[src/rtl/microstore_sequencer_if.sv]
// rtl/microstore_sequencer_if.sv - select/target inputs and address/status outputs of the microstore sequencer
interface microstore_sequencer_if;
    logic [2:0] next_sel;
    logic [8:0] cr_addr;
    logic [8:0] enc_addr;
    logic       cond;
    logic       cond_inv;
    logic       moc;
    logic [8:0] state_addr;
    logic       stalled;
    logic       timeout;
    logic       stack_err;

    modport master (
        output next_sel, cr_addr, enc_addr, cond, cond_inv, moc,
        input  state_addr, stalled, timeout, stack_err
    );

    modport slave (
        input  next_sel, cr_addr, enc_addr, cond, cond_inv, moc,
        output state_addr, stalled, timeout, stack_err
    );
endinterface

[src/rtl/microstore_sequencer.sv]
// rtl/microstore_sequencer.sv - next-state address sequencer for the microstore; optional return stack under MICRO_STACK_EN
module microstore_sequencer #(
    parameter logic [8:0] RESET_ADDR   = 9'd0,
    parameter logic [8:0] TIMEOUT_ADDR = 9'd511,
    parameter logic [7:0] WAIT_LIMIT   = 8'd255,
    parameter int         STACK_DEPTH  = 4
) (
    input  logic                   clk,
    input  logic                   reset_n,
    microstore_sequencer_if.slave  bus
);
    localparam logic [2:0] SEL_INC  = 3'b000;
    localparam logic [2:0] SEL_ENC  = 3'b001;
    localparam logic [2:0] SEL_JMP  = 3'b010;
    localparam logic [2:0] SEL_CJMP = 3'b011;
    localparam logic [2:0] SEL_WAIT = 3'b100;
    localparam logic [2:0] SEL_CALL = 3'b101;
    localparam logic [2:0] SEL_RET  = 3'b110;

    logic [8:0] addr_q, addr_d;
    logic [8:0] inc;
    logic [7:0] wcnt_q, wcnt_d;
    logic       timeout_q, timeout_d;

    assign inc = addr_q + 9'd1;

`ifdef MICRO_STACK_EN
    localparam int                SP_W    = $clog2(STACK_DEPTH + 1);
    localparam int                IDX_W   = $clog2(STACK_DEPTH);
    localparam logic [SP_W-1:0]   SP_FULL = SP_W'(STACK_DEPTH);

    logic [8:0]      stack_q [STACK_DEPTH];
    logic [SP_W-1:0] sp_q, sp_d;
    logic            err_q, err_d;
    logic            push;
    logic [8:0]      pop_addr;

    // Top of stack sits one below the pointer; pointer never exceeds depth
    assign pop_addr = stack_q[IDX_W'(sp_q - SP_W'(1))];
`else
    // Depth only matters when the stack is built
    logic unused_stack_depth;
    assign unused_stack_depth = ^STACK_DEPTH;
`endif

    // Next-address selection, wait watchdog and stack bookkeeping
    always_comb begin
        addr_d    = inc;
        wcnt_d    = '0;
        timeout_d = 1'b0;
`ifdef MICRO_STACK_EN
        sp_d  = sp_q;
        err_d = err_q;
        push  = 1'b0;
`endif
        case (bus.next_sel)
            SEL_INC:  addr_d = inc;
            SEL_ENC:  addr_d = bus.enc_addr;
            SEL_JMP:  addr_d = bus.cr_addr;
            SEL_CJMP: begin
                if (bus.cond ^ bus.cond_inv) begin
                    addr_d = bus.cr_addr;
                end
            end
            SEL_WAIT: begin
                // moc wins over the watchdog; the counter only runs while holding
                if (!bus.moc) begin
                    if (wcnt_q == WAIT_LIMIT - 8'd1) begin
                        addr_d    = TIMEOUT_ADDR;
                        timeout_d = 1'b1;
                    end else begin
                        addr_d = addr_q;
                        wcnt_d = wcnt_q + 8'd1;
                    end
                end
            end
            SEL_CALL: begin
                addr_d = bus.cr_addr;
`ifdef MICRO_STACK_EN
                // A full stack still takes the jump but loses the return address
                if (sp_q == SP_FULL) begin
                    err_d = 1'b1;
                end else begin
                    push = 1'b1;
                    sp_d = sp_q + SP_W'(1);
                end
`endif
            end
            SEL_RET: begin
`ifdef MICRO_STACK_EN
                if (sp_q == '0) begin
                    addr_d = RESET_ADDR;
                    err_d  = 1'b1;
                end else begin
                    addr_d = pop_addr;
                    sp_d   = sp_q - SP_W'(1);
                end
`else
                addr_d = RESET_ADDR;
`endif
            end
            default: begin
                addr_d = RESET_ADDR;
`ifdef MICRO_STACK_EN
                sp_d = '0;
`endif
            end
        endcase
    end

    // Address, wait counter and one-cycle timeout pulse registers
    always_ff @(posedge clk or negedge reset_n) begin
        if (!reset_n) begin
            addr_q    <= RESET_ADDR;
            wcnt_q    <= '0;
            timeout_q <= 1'b0;
        end else begin
            addr_q    <= addr_d;
            wcnt_q    <= wcnt_d;
            timeout_q <= timeout_d;
        end
    end

`ifdef MICRO_STACK_EN
    // Stack pointer and sticky overflow/underflow flag
    always_ff @(posedge clk or negedge reset_n) begin
        if (!reset_n) begin
            sp_q  <= '0;
            err_q <= 1'b0;
        end else begin
            sp_q  <= sp_d;
            err_q <= err_d;
        end
    end

    // Return-address storage; contents are only meaningful below the pointer
    always_ff @(posedge clk) begin
        if (push) begin
            stack_q[IDX_W'(sp_q)] <= inc;
        end
    end

    assign bus.stack_err = err_q;
`else
    assign bus.stack_err = 1'b0;
`endif

    assign bus.state_addr = addr_q;
    assign bus.stalled    = (bus.next_sel == SEL_WAIT) && !bus.moc;
    assign bus.timeout    = timeout_q;
endmodule

[src/flat_wrapper.sv]
// flat-port wrapper written by rule: the top's interface ports become plain ports
module microstore_sequencer_flat 
#(
    parameter logic [8:0] RESET_ADDR   = 9'd0,
    parameter logic [8:0] TIMEOUT_ADDR = 9'd511,
    parameter logic [7:0] WAIT_LIMIT   = 8'd255,
    parameter int         STACK_DEPTH  = 4
)
  (clk, reset_n, bus_next_sel, bus_cr_addr, bus_enc_addr, bus_cond, bus_cond_inv, bus_moc, bus_state_addr, bus_stalled, bus_timeout, bus_stack_err);
  microstore_sequencer_if bus_i ();
  input  logic clk;
  input  logic reset_n;
  input wire logic [$bits(bus_i.next_sel)-1:0] bus_next_sel;
  input wire logic [$bits(bus_i.cr_addr)-1:0] bus_cr_addr;
  input wire logic [$bits(bus_i.enc_addr)-1:0] bus_enc_addr;
  input wire logic [$bits(bus_i.cond)-1:0] bus_cond;
  input wire logic [$bits(bus_i.cond_inv)-1:0] bus_cond_inv;
  input wire logic [$bits(bus_i.moc)-1:0] bus_moc;
  output wire logic [$bits(bus_i.state_addr)-1:0] bus_state_addr;
  output wire logic [$bits(bus_i.stalled)-1:0] bus_stalled;
  output wire logic [$bits(bus_i.timeout)-1:0] bus_timeout;
  output wire logic [$bits(bus_i.stack_err)-1:0] bus_stack_err;
  assign bus_i.next_sel = bus_next_sel;
  assign bus_i.cr_addr = bus_cr_addr;
  assign bus_i.enc_addr = bus_enc_addr;
  assign bus_i.cond = bus_cond;
  assign bus_i.cond_inv = bus_cond_inv;
  assign bus_i.moc = bus_moc;
  assign bus_state_addr = bus_i.state_addr;
  assign bus_stalled = bus_i.stalled;
  assign bus_timeout = bus_i.timeout;
  assign bus_stack_err = bus_i.stack_err;
  microstore_sequencer #(.RESET_ADDR(RESET_ADDR), .TIMEOUT_ADDR(TIMEOUT_ADDR), .WAIT_LIMIT(WAIT_LIMIT), .STACK_DEPTH(STACK_DEPTH)) u_core (.clk(clk), .reset_n(reset_n), .bus(bus_i));
endmodule
[config.mk]
export PLATFORM = sky130hd
export DESIGN_NAME = microstore_sequencer_flat
export DESIGN_NICKNAME = d
export VERILOG_FILES = /design/src/rtl/microstore_sequencer_if.sv /design/src/rtl/microstore_sequencer.sv /design/src/flat_wrapper.sv
export SDC_FILE = /design/constraint.sdc
export NUM_CORES = 1
export LEC_CHECK = 0
export CORE_MARGIN = 8
export CORE_UTILIZATION = 49
export CTS_BUF_LIST = sky130_fd_sc_hd__clkbuf_16
export CTS_CLUSTER_SIZE = 28
export DETAILED_ROUTE_END_ITERATION = 12
export PLACE_DENSITY = 0.87
export SYNTH_ARGS = -nofsm -noshare
export SYNTH_HDL_FRONTEND = slang
export SYNTH_SLANG_ARGS = --single-unit
[constraint.sdc]
create_clock -name clk -period 2.3 [get_ports clk]
set_clock_uncertainty 0.15 [all_clocks]
set_input_delay 0.575 -clock clk [delete_from_list [all_inputs] [get_ports clk]]
set_output_delay 0.575 -clock clk [all_outputs]
set_load 0.03 [all_outputs]
==> flow_summary.toml, run 1 <==
[status]
run_status = "complete, no violations"

[cells_and_area]
stdcell_count = 213
finalNetCount = 213
n_antenna_cell = 0
finish.utilization = 0.728
area_growth_syn_to_layout_pct = 45.8
filler_cell_count = 192
stdcell_area_sq_um = 1740
drive_gt1_frac = 0.137

[grt]
largest_net_degree_at_the_start_of_global_routing = 19
antenna_found_initial = 0
grt_util_all_layers = 0.172
grt_remaining_overflow = 0
grt_pass1_vias = 1278
grt_pass1_wl_um = 5780

[clock_network]
clock_tree.root_cell = "sky130_fd_sc_hd__clkbuf_16"
tritoncts = "yes"
cts.path.max_buffers = 2
clock_tree.htree_level_count = 1
cts_buffers = 3
path_clk_slew_ns = 0.06
clk-insertion-delay-late_ns = 0.25
cts.sink_count = 18

[critical_path]
timing.critical_path.from = "bus_next_sel[0]"
cp.required_ns = 1.57
timing.rr.start = "u_core.bus.state_addr[0]"
class_of_the_most_critical_setup_path = "in -> out"
timing.critical_path.from_type = "input pin"
critical_path.cell_chain = "dlygate4sd2_1, nor4b_4, buf_6"
timing.critical_path.buf_inv = 2
worst_setup_path_end_kind = "output pin"
cp_max_fo = 6
cp_slowest_stage_delay_ns = 0.37
cp.arrival_ns = 1.44
cpMaxStageDelayCell = "sky130_fd_sc_hd__nor4b_4"
path_delay_family = "buffers and inverters"

[power_and_ir_drop]
power.net_switching_mw = 0.288
total_leakage_power_nw = 0.740
clockPowerShare = 0.361
internal_power_mw = 0.699
max-vdd-ir-drop_v = 0.000557
power.share.combinational = 0.265
power.share.switching = 0.292
powerDensity_nw_per_um2 = 568
sequentialPowerShare = 0.373

[drt]
drc_marker_count_from_the_first_detailed_route_iteration = 42
route.vias.total = 1190
detail_route.wl_per_cell_um = 16.1
post-route-drc-count = 0
wl_um = 3420
routed_via_density = 5.59
remaining_antenna_violation_count_after_routing = 0
dr.pass1.iters = 4

[synth]
synthesis.yosys.warnings = 0
average_footprint_of_a_synthesized_cell_sq_um = 8.83
dominant_combinational_cell_family_by_area_after_synthesis = "compound AO/OA/AOI/OAI gates"
synth.mux.area_fraction = 0
yosys.cell_types.count = 37
number_of_storage_elements_in_the_synthesis_netlist = 18
synth_xor_area_frac = 0.0808
synth_top_cell_area_share = 0.378
synthSimpleGateAreaFrac = 0.221
synthTopCellsByArea = "sky130_fd_sc_hd__dfrtp_1 (38%), sky130_fd_sc_hd__o21ai_0 (4.6%), sky130_fd_sc_hd__a22oi_1 (4.4%), sky130_fd_sc_hd__xor2_1 (4.4%), sky130_fd_sc_hd__a21oi_1 (4.2%)"
synth.cell_area_sq_um = 1190
seq_area_frac_synth = 0.378
syn-num-nets = 164
synth_cells = 135
area_leader_netlist = "sky130_fd_sc_hd__dfrtp_1"
compound_gate_portion_of_the_synthesized_area = 0.236
synthAdderAreaFrac = 0.0315

[die]
placeableCoreArea_sq_um = 2390
number_of_i_o_pins = 38
die_width_um = 65.3
floorplan.initialDensity = 0.499
die_h_um = 65.3
core.rowCount = 18
design.die.area_sq_um = 4270

[placement]
globalplace.congestion = 0.916
dp_hpwl_um = 2750
buffer_ports.inserted = 36
placement.setup.worst_slack_ns = -0.124
place_inst = 208
placed_cell_area_sq_um = 1650

[sta]
fmax_ghz = 0.462
grt_setup_unrepaired = "no"
timing.final.max_slew_violations = 0
post-route-worst-setup-slack_ns = 0.136
final_hold_viols = 0
min_period_over_period = 0.941
setup_viol = 0
setup_tns_ns = 0
time_the_final_worst_path_needs_with_i_o_delays_and_setup_ns = 2.16

[job]
cap_viol_max_count = 0

[min_path]
hold_start = "u_core.wcnt_q[0]"
worstHoldPathType = "reg -> reg"
-- power by group through the flow --
| stage | combinational (mW) | clock (mW) | sequential [mW] |
|---|---|---|---|
| 2_1_floorplan | 0.0961 | 0 | 0.407 |
| 4_1_cts | 0.263 | 0.361 | 0.368 |
| 6_report | 0.262 | 0.357 | 0.369 |
| 5_1_grt | 0.281 | 0.371 | 0.374 |
| 3_5_place_dp | 0.262 | 0 | 0.374 |
| 3_3_place_gp | 0.255 | 0 | 0.372 |
-- worst paths after layout --
| check | to | slack, ns | depth (start not counted) |
|---|---|---|---|
| max in group asynchronous | u_core.bus.state_addr[5] | 1.29 | 2 |
| hold reg to reg | u_core.wcnt_q[0] | 0.36 | 1 |
| setup / recovery | bus_stalled | 0.14 | 3 |
| hold / removal | u_core.wcnt_q[0] | 0.36 | 1 |
| setup reg to reg | u_core.bus.state_addr[8] | 0.56 | 6 |
| min in group asynchronous | u_core.wcnt_q[0] | 0.51 | 2 |
-- worst reg2reg max path, stage by stage (launching register included) --
cell and delay [ns]:
sky130_fd_sc_hd__dfrtp_1 0.46, sky130_fd_sc_hd__ha_1 0.22, sky130_fd_sc_hd__nand3_1 0.15, sky130_fd_sc_hd__nor3_1 0.25
sky130_fd_sc_hd__xor2_1 0.19, sky130_fd_sc_hd__a21oi_1 0.08, sky130_fd_sc_hd__o21ai_0 0.15
-- synthesized netlist by cell type, drive strengths merged --
cell,n
nand2,14
buf,5
a22o,2
and2b,1
a221o,1
or3,2
dfrtp,18
nor4b,1
or3b,1
inv,5
nor2,14
xnor2,5
a2bb2oi,1
ha,3
nor2b,3
a31oi,2
o211ai,1
a31o,1
nor3,2
a21oi,11
a221oi,3
and4,1
nand4,2
o21ai,12
clkbuf,1
a22oi,7
xor2,6
and3,1
o31ai,1
conb,1
nand3,7
-- state kept, by name, indices dropped and copies added (netlist names) --
signal and flops:
u_core.bus.timeout 1, u_core.wcnt_q 8, u_core.bus.state_addr 9
-- cells by family after synthesis --
group | Yosys count
DFF | 18
adders and majority gates | 3
buffers and inverters | 11
and+or+nand+nor | 49
AOI/OAI and AO/OA | 42
other | 1
xor gates and xnor gates | 11
-- final cells by class --
cell class / count / area (sq um) / area share
flip-flops and latches: 18 / 450 / 0.259
repair buffers: 50 / 469 / 0.270
clock inverters: 1 / 3.75 / 0.00216
well taps: 30 / 37.5 / 0.0216
multi-input cells: 106 / 683 / 0.393
inverters: 5 / 18.8 / 0.0108
clock buffers: 3 / 75.1 / 0.0432
-- layout by cell type (no fill, tap or decap), types with 2 or more instances in the layout --
cell and count:
sky130_fd_sc_hd__clkdlybuf4s50_1 31, sky130_fd_sc_hd__dfrtp_1 18, sky130_fd_sc_hd__buf_4 14, sky130_fd_sc_hd__nor2_1 13
sky130_fd_sc_hd__nand2_1 13, sky130_fd_sc_hd__o21ai_0 11, sky130_fd_sc_hd__a21oi_1 10, sky130_fd_sc_hd__nand3_1 7
sky130_fd_sc_hd__a22oi_1 7, sky130_fd_sc_hd__xor2_1 6, sky130_fd_sc_hd__xnor2_1 5, sky130_fd_sc_hd__inv_1 5
sky130_fd_sc_hd__nor2b_1 3, sky130_fd_sc_hd__a221oi_1 3, sky130_fd_sc_hd__ha_1 3, sky130_fd_sc_hd__clkbuf_16 3
sky130_fd_sc_hd__nand4_1 2, sky130_fd_sc_hd__or3_1 2, sky130_fd_sc_hd__nor3_1 2, sky130_fd_sc_hd__a22o_1 2
sky130_fd_sc_hd__a31oi_1 2, sky130_fd_sc_hd__dlymetal6s2s_1 2, sky130_fd_sc_hd__dlygate4sd2_1 2
-- stage by stage --
stage	power (mW)	hold slack, ns
2_1_floorplan	0.503	0.129
3_3_place_gp	0.626	0.317
3_5_place_dp	0.636	0.352
4_1_cts	0.993	0.359
5_1_grt	1.03	0.388
6_report	0.988	0.363
-- metal layers --
layer / GRT usage / part of all wire
met3: 0.0255 / 0.056
met1: 0.187 / 0.39
met4: 0.104 / 0.025
met2: 0.308 / 0.52
met5: 0 / 0
-- repair_timing --
item	4_1_cts	5_1_grt
pin swaps	1	1
endpoints found under the setup margin	1	1
setup buffers	1	0
hold buffers	0	0
resized for setup	3	2
No activity file was read; power rests on OpenSTA's default activity.
==> inputs of run 2 (changes only) <==
--- a/config.mk
+++ b/config.mk
@@ -10,7 +10,7 @@
 export CTS_BUF_LIST = sky130_fd_sc_hd__clkbuf_16
 export CTS_CLUSTER_SIZE = 28
 export DETAILED_ROUTE_END_ITERATION = 12
-export PLACE_DENSITY = 0.87
+export PLACE_DENSITY = 0.93
 export SYNTH_ARGS = -nofsm -noshare
 export SYNTH_HDL_FRONTEND = slang
 export SYNTH_SLANG_ARGS = --single-unit
==> flow_summary.toml, run 2 (same netlist as run 1, synthesis figures left out) <==
[status]
run_status = "complete, no violations"

[placement]
globalplace.congestion = 0.835
buffer_ports.inserted = 36
place_inst = 213
dp_hpwl_um = 2710
placement.setup.worst_slack_ns = -0.173
placed_cell_area_sq_um = 1680

[sta]
grt_setup_unrepaired = "no"
final_hold_viols = 0
fmax_ghz = 0.448
timing.final.max_slew_violations = 0
min_period_over_period = 0.971
final.hold.worst_slack_ns = 0.341
setup_viol = 0
post-route-worst-setup-slack_ns = 0.0677
time_the_final_worst_path_needs_with_i_o_delays_and_setup_ns = 2.23

[cells_and_area]
drive_gt1_frac = 0.155
n_antenna_cell = 0
filler_cell_count = 185
commonest_non_fill_non_tap_cells_in_the_layout = "sky130_fd_sc_hd__clkdlybuf4s50_1 (32), sky130_fd_sc_hd__buf_4 (19), sky130_fd_sc_hd__dfrtp_1 (18), sky130_fd_sc_hd__nor2_1 (13), sky130_fd_sc_hd__nand2_1 (13)"
finish.utilization = 0.736
stdcell_area_sq_um = 1760
register_area_sq_um = 450
area_growth_syn_to_layout_pct = 47.4
multi_input_area_sq_um = 683
largest_register_ffs = 9
finalNetCount = 217
final_common_cell = "sky130_fd_sc_hd__clkdlybuf4s50_1"
stdcell_count = 217

[clock_network]
path_clk_slew_ns = 0.05
cts.sink_count = 18
clock_tree.htree_level_count = 1
cts.path.max_buffers = 2
post_cts_hold_buffer_count = 0
cts_resized = 3
clock_tree.root_cell = "sky130_fd_sc_hd__clkbuf_16"
clk-insertion-delay-late_ns = 0.25
cts_setup_buffers = 0
cts_buffers = 3
tritoncts = "yes"

[die]
die_h_um = 65.3
core.rowCount = 18
design.die.area_sq_um = 4270
die_width_um = 65.3
number_of_i_o_pins = 38
placeableCoreArea_sq_um = 2390
floorplan.initialDensity = 0.499

[grt]
grt_remaining_overflow = 0
largest_net_degree_at_the_start_of_global_routing = 19
grt_util_all_layers = 0.176
grt_pass1_wl_um = 5940
grt_pass1_vias = 1293
antenna_found_initial = 0

[power_and_ir_drop]
total_leakage_power_nw = 0.741
powerDensity_nw_per_um2 = 561
max-vdd-ir-drop_v = 0.000459

[critical_path]
cp_max_fo = 3
worst_setup_path_end_kind = "output pin"
cp.required_ns = 1.57
cp.arrival_ns = 1.51
timing.critical_path.from_type = "input pin"
class_of_the_most_critical_setup_path = "in -> out"

[drt]
routed_via_density = 5.63
route.vias.total = 1222
remaining_antenna_violation_count_after_routing = 0
wl_um = 3510
detail_route.wl_per_cell_um = 16.2
drc_marker_count_from_the_first_detailed_route_iteration = 78
dr.pass1.iters = 4
post-route-drc-count = 0

[job]
cap_viol_max_count = 0

[min_path]
worstHoldPathType = "reg -> reg"
-- run 2: changes by cell type in the layout (fill, tap and decap cells not counted), sizes merged --
cell	previous run	this run
dlymetal6s2s	2	0
dlygate4sd2	2	3
clkdlybuf4s50	31	32
buf	15	19
-- run 2: worst max-delay path: stages --
cell                              delay (ns)
sky130_fd_sc_hd__clkdlybuf4s50_1        0.47
sky130_fd_sc_hd__nor4b_4                0.25
sky130_fd_sc_hd__buf_4                  0.20
-- run 2: routing by layer --
metal,vias to the layer above,track usage,share of wire
li1,588,-,-
met1,586,0.191,0.41
met2,41,0.304,0.51
met3,7,0.0459,0.060
met4,0,0.0981,0.025
met5,-,0,0
-- run 2: per-stage QoR --
stage,TNS [ns],power (mW)
2_1_floorplan,0,0.503
5_1_grt,0,1.02
3_3_place_gp,-0.342,0.632
3_5_place_dp,-1.19,0.641
6_report,0,0.986
4_1_cts,0,0.986
-- run 2: path summary, 6_finish.rpt --
path,startpoint,cells past startpoint,slack (ns),endpoint
max in group asynchronous,reset_n,2,1.30,u_core.bus.state_addr[4]
min,u_core.wcnt_q[0],1,0.34,u_core.wcnt_q[0]
min in group asynchronous,reset_n,2,0.51,u_core.wcnt_q[5]
min reg2reg,u_core.wcnt_q[0],1,0.34,u_core.wcnt_q[0]
max,bus_moc,3,0.07,bus_stalled
max reg2reg,u_core.bus.state_addr[0],6,0.49,u_core.bus.state_addr[8]
-- run 2: area by class of cell --
cell class,instances,area share
Tap cell,30,0.0214
Clock inverter,1,0.00214
Multi-Input combinational cell,106,0.389
Sequential cell,18,0.256
Timing Repair Buffer,54,0.278
Clock buffer,3,0.0427
Inverter,5,0.0107
-- run 2: power by group --
part	total (mW)	switching, mW	internal [mW]
sequential	0.370	0.0322	0.338
clock	0.349	0.118	0.231
combinational	0.267	0.131	0.136
==> patch 1 (config.mk and constraints of run 2) <==
Build with the macro `MICRO_STACK_EN` defined.
--- a/src/rtl/microstore_sequencer.sv
+++ b/src/rtl/microstore_sequencer.sv
@@ -1,3 +1,5 @@
 // rtl/microstore_sequencer.sv - next-state address sequencer for the microstore; optional return stack under MICRO_STACK_EN
+`define MICRO_STACK_EN
+
 module microstore_sequencer #(
     parameter logic [8:0] RESET_ADDR   = 9'd0,
Behaviour: not the same (a bounded check fails within 4 cycles, from zero or initial values and one cycle with reset_n low).
==> patch 1 against run 2 <==
Power grew to 3.6 times the old value; die area grew 99%; sequential cell count grew 40; utilization shrank 5.5 points; final area grew 110%; global-route usage grew 0.17 points; fmax shrank 0.68%; synthesized cell count grew 59%; non-clock buffer count grew 7; synthesized area grew 140%; largest power group is now clock; setup slack lost 15 ps; combinational power grew to 3.3 times the old value; wire length grew 120%; count of clock-buffer cells in the layout grew 6.
==> patch 1: results (changes against run 2) <==
metric;value;unit;change
numCtsBuffers;9;;was 3
n_all_inverters;6;;was 5
regToRegStartpoint;u_core.sp_q[1];;was u_core.bus.state_addr[0]
met2_usage;29.7;%;was 30.4%
reg2reg_to;u_core.bus.state_addr[0];;was u_core.bus.state_addr[8]
postCtsSetupBuffers;1;;was 0
outcome;finished clean;;unchanged
netlist-cell-type-count;44;;was 37
dr.pass1.iters;5;;was 4
grt_usage;17.8;%;was 17.6%
groute.layer.met1.usage;19.5;%;was 19.1%
synthTopCellsByArea;sky130_fd_sc_hd__edfxtp_1 38%, sky130_fd_sc_hd__dfrtp_1 19%, sky130_fd_sc_hd__mux4_2 7.1%;;was sky130_fd_sc_hd__dfrtp_1 38%, sky130_fd_sc_hd__o21ai_0 4.6%, sky130_fd_sc_hd__a22oi_1 4.4%
non_clock_buffer_area_share;15.7;%;was 27.8%
global_route_wire_length_before_repair;11600;µm;was 5940 µm
postRouteWirelength;7730;µm;was 3510 µm
globalplace.congestion;0.822;;was 0.835
design.final.nets;310;;was 217
routedWlPerCell;22.0;µm;was 16.2 µm
async_flop_share;37.9;%;was 100%
multi_input_area;0.00113;mm²;was 683 µm²
hold-path-endpoint;u_core.bus.stack_err;;was u_core.wcnt_q[0]
detailroute.wirelength.met3;732;µm;was 210 µm
number_of_multi_input_logic_gates;140;;was 106
largest_register_ff_count;36;;was 9
max_stage_delay;730;ps;was 470 ps
first_global_vias;2203;;was 1293
nFillCells;316;;was 185
synth.avg_cell_area;13.3;µm²;was 8.83 µm²
placed_cells;336;;was 213
detailedPlacementHpwl;4710;µm;was 2710 µm
placed_cell_area;0.00344;mm²;was 0.00168 mm²
share_of_cell_area_taken_by_multi_input_logic_gates;29.9;%;was 38.9%
hold_slack;309;ps;was 341 ps
timing.critical_path.fanout_max;6;;was 3
routedLengthMet1;3000;µm;was 1430 µm
layout.area.seq;0.00163;mm²;was 450 µm²
synth-compound-area-share;12.5;%;was 23.6%
route.vias.total;2211;;was 1222
[patch 1: cell types whose count changed in the layout (fill, tap and decap cells not counted), moves of 4 or more]
cell                               run 2  this run
sky130_fd_sc_hd__mux4_2                0         9
sky130_fd_sc_hd__nand2_1              13         9
sky130_fd_sc_hd__edfxtp_1              0        36
sky130_fd_sc_hd__and2_1                0         4
sky130_fd_sc_hd__clkbuf_16             3         9
sky130_fd_sc_hd__ha_1                  3         7
sky130_fd_sc_hd__nor2_1               13        19
sky130_fd_sc_hd__dfrtp_1              18        22
[patch 1: where the power goes]
group	leakage (nW)	internal, mW	total (mW)	switching (mW)
combinational	0.685	0.399	0.882	0.482
sequential	0.614	1.24	1.33	0.0896
clock	0.151	0.933	1.38	0.448
[patch 1: through the flow]
step	worst slack (ps)	setup TNS, ps
2_1_floorplan	60.3	0
3_3_place_gp	-207	-8030
3_5_place_dp	-337	-10070
4_1_cts	26.2	0
5_1_grt	23.5	0
6_report	52.3	0
==> patch 2 (flow settings as in run 2) <==
Without the edit above. Put a register stage on the output `bus.stalled`, without a reset. The value now appears one clock later.
--- a/src/rtl/microstore_sequencer.sv
+++ b/src/rtl/microstore_sequencer.sv
@@ -147,5 +147,7 @@
 
     assign bus.state_addr = addr_q;
-    assign bus.stalled    = (bus.next_sel == SEL_WAIT) && !bus.moc;
+    always_ff @(posedge clk) begin
+        bus.stalled <= (bus.next_sel == SEL_WAIT) && !bus.moc;
+    end
     assign bus.timeout    = timeout_q;
 endmodule
Check against the original RTL: not equivalent (Yosys sat finds a counterexample within 4 cycles, from zero or initial values and one cycle with reset_n low).
==> patch 2 against run 2 <==
Worst hold slack better by 4.2 ps; final cell count is 0.46% lower; die area is 1.3% higher; final area is 0.78% higher; synthesized area is 1.7% higher; setup slack better by 64 ps; largest cell class unchanged; critical path depth is 4 higher; register-to-register slack better by 30 ps; sequential cell count is 1 higher; wire length is 1.6% higher; non-clock buffer count is 2 lower; power is 1.5% higher; utilization is 0.12 points lower.
==> patch 2: results (changes against run 2) <==
metric;value;unit;change
globalplace.congestion;0.852;;was 0.835
route.met2.wl;1850;µm;was 1780 µm
timing.critical_path.fanout_max;7;;was 3
outcome;finished clean;;unchanged
pin_count_of_the_biggest_net_entering_global_routing;19;;unchanged
synth.yosys.seq_area_share;38.8;%;was 37.8%
reg2reg_to;u_core.bus.state_addr[2];;was u_core.bus.state_addr[8]
placed_cell_area;0.00169;mm²;was 0.00168 mm²
ir_worst_vdd;0.000420;V;was 0.000459 V
power.net_switching;0.280;mW;was 0.281 mW
design.final.nets;216;;was 217
global_route_wire_length_before_repair;6070;µm;was 5940 µm
regToRegStartpoint;u_core.wcnt_q[0];;was u_core.bus.state_addr[0]
synth.net_count;165;;was 164
cts-root-buf;sky130_fd_sc_hd__clkbuf_16;;unchanged
worst-r2r-setup-slack;520;ps;was 490 ps
postRouteWirelength;3570;µm;was 3510 µm
detailroute.wirelength.met3;226;µm;was 210 µm
async_flop_share;94.7;%;was 100%
routedLengthMet1;1410;µm;was 1430 µm
critical_path_arrival;2140;ps;was 1510 ps
first_global_vias;1349;;was 1293
drt-initial-drc-count;71;;was 78
route.vias.total;1232;;was 1222
detailedPlacementHpwl;2820;µm;was 2710 µm
synthTopCellsByArea;sky130_fd_sc_hd__dfrtp_1 37%, sky130_fd_sc_hd__o21ai_0 4.5%, sky130_fd_sc_hd__a22oi_1 4.3%;;was sky130_fd_sc_hd__dfrtp_1 38%, sky130_fd_sc_hd__o21ai_0 4.6%, sky130_fd_sc_hd__a22oi_1 4.4%
layout-drive-gt1-share;14.0;%;was 15.5%
grt_usage;17.5;%;was 17.6%
netlist-cell-type-count;38;;was 37
nFillCells;179;;was 185
total_leakage_power;0.747;nW;was 0.741 nW
detailedPlace.worstSlack;-134;ps;was -173 ps
## patch 2: kinds of logic after synthesis
family / count (synthesis) / share of synthesized area (%)
AOI/OAI and AO/OA: 42 / 23.2
and+or+nand+nor: 49 / 21.8
DFF: 19 / 38.8
adders and majority gates: 3 / 3.10
buffers and inverters: 11 / 4.85
xor gates and xnor gates: 11 / 7.95
other: 1 / 0.309
## patch 2: worst max-delay path by stage
stage	slack, ps	endpoint	start
floorplan	340	u_core.bus.state_addr[2]	bus_next_sel[0]
global placement	-60	u_core.bus.state_addr[2]	bus_next_sel[2]
detailed placement	-130	u_core.bus.state_addr[7]	bus_next_sel[2]
CTS	110	u_core.bus.state_addr[7]	bus_next_sel[2]
global route	2	u_core.bus.state_addr[4]	bus_next_sel[0]
finish	130	u_core.bus.state_addr[7]	bus_next_sel[0]
## patch 2: what timing repair did
action / 4_1_cts / 5_1_grt
setup endpoints to repair: 0 / 4
buffers inserted: 0 / 0
resized for setup: 0 / 1
## patch 2: layout make-up
type / instances / share of cell area, %
Clock buffer: 3 / 4.24
Multi-Input combinational cell: 106 / 38.6
Sequential cell: 19 / 26.6
Timing Repair Buffer: 52 / 27.3
Clock inverter: 1 / 0.212
Tap cell: 30 / 2.12
Inverter: 5 / 1.06
## patch 2: critical path: stages
cell and delay [ps]:
sky130_fd_sc_hd__clkdlybuf4s50_1 610, sky130_fd_sc_hd__buf_4 180, sky130_fd_sc_hd__nand2_1 70, sky130_fd_sc_hd__a22o_1 270, sky130_fd_sc_hd__buf_4 170, sky130_fd_sc_hd__a22oi_1 150
sky130_fd_sc_hd__o21ai_0 120
## patch 2: power by group through the flow
stage / clock [mW] / combinational, mW / sequential [mW]
floorplan: 0 / 0.0950 / 0.427
global placement: 0 / 0.258 / 0.390
detailed placement: 0 / 0.264 / 0.392
CTS: 0.356 / 0.266 / 0.386
global route: 0.368 / 0.288 / 0.391
finish: 0.348 / 0.265 / 0.387
## patch 2: metrics by stage
step / cells / util, % / hold WS [ps]
2_1_floorplan: 136 / - / 129
3_3_place_gp: 212 / 70.1 / 319
3_5_place_dp: 212 / 70.1 / 341
4_1_cts: 216 / 73.4 / 348
5_1_grt: 216 / 73.5 / 377
6_report: 216 / 73.5 / 346
## patch 2: per-layer routing
layer	GRT usage, %	vias to the layer above
met5	0	-
met4	10.4	0
met3	3.06	10
met2	31.4	58
met1	18.5	574
li1	-	590
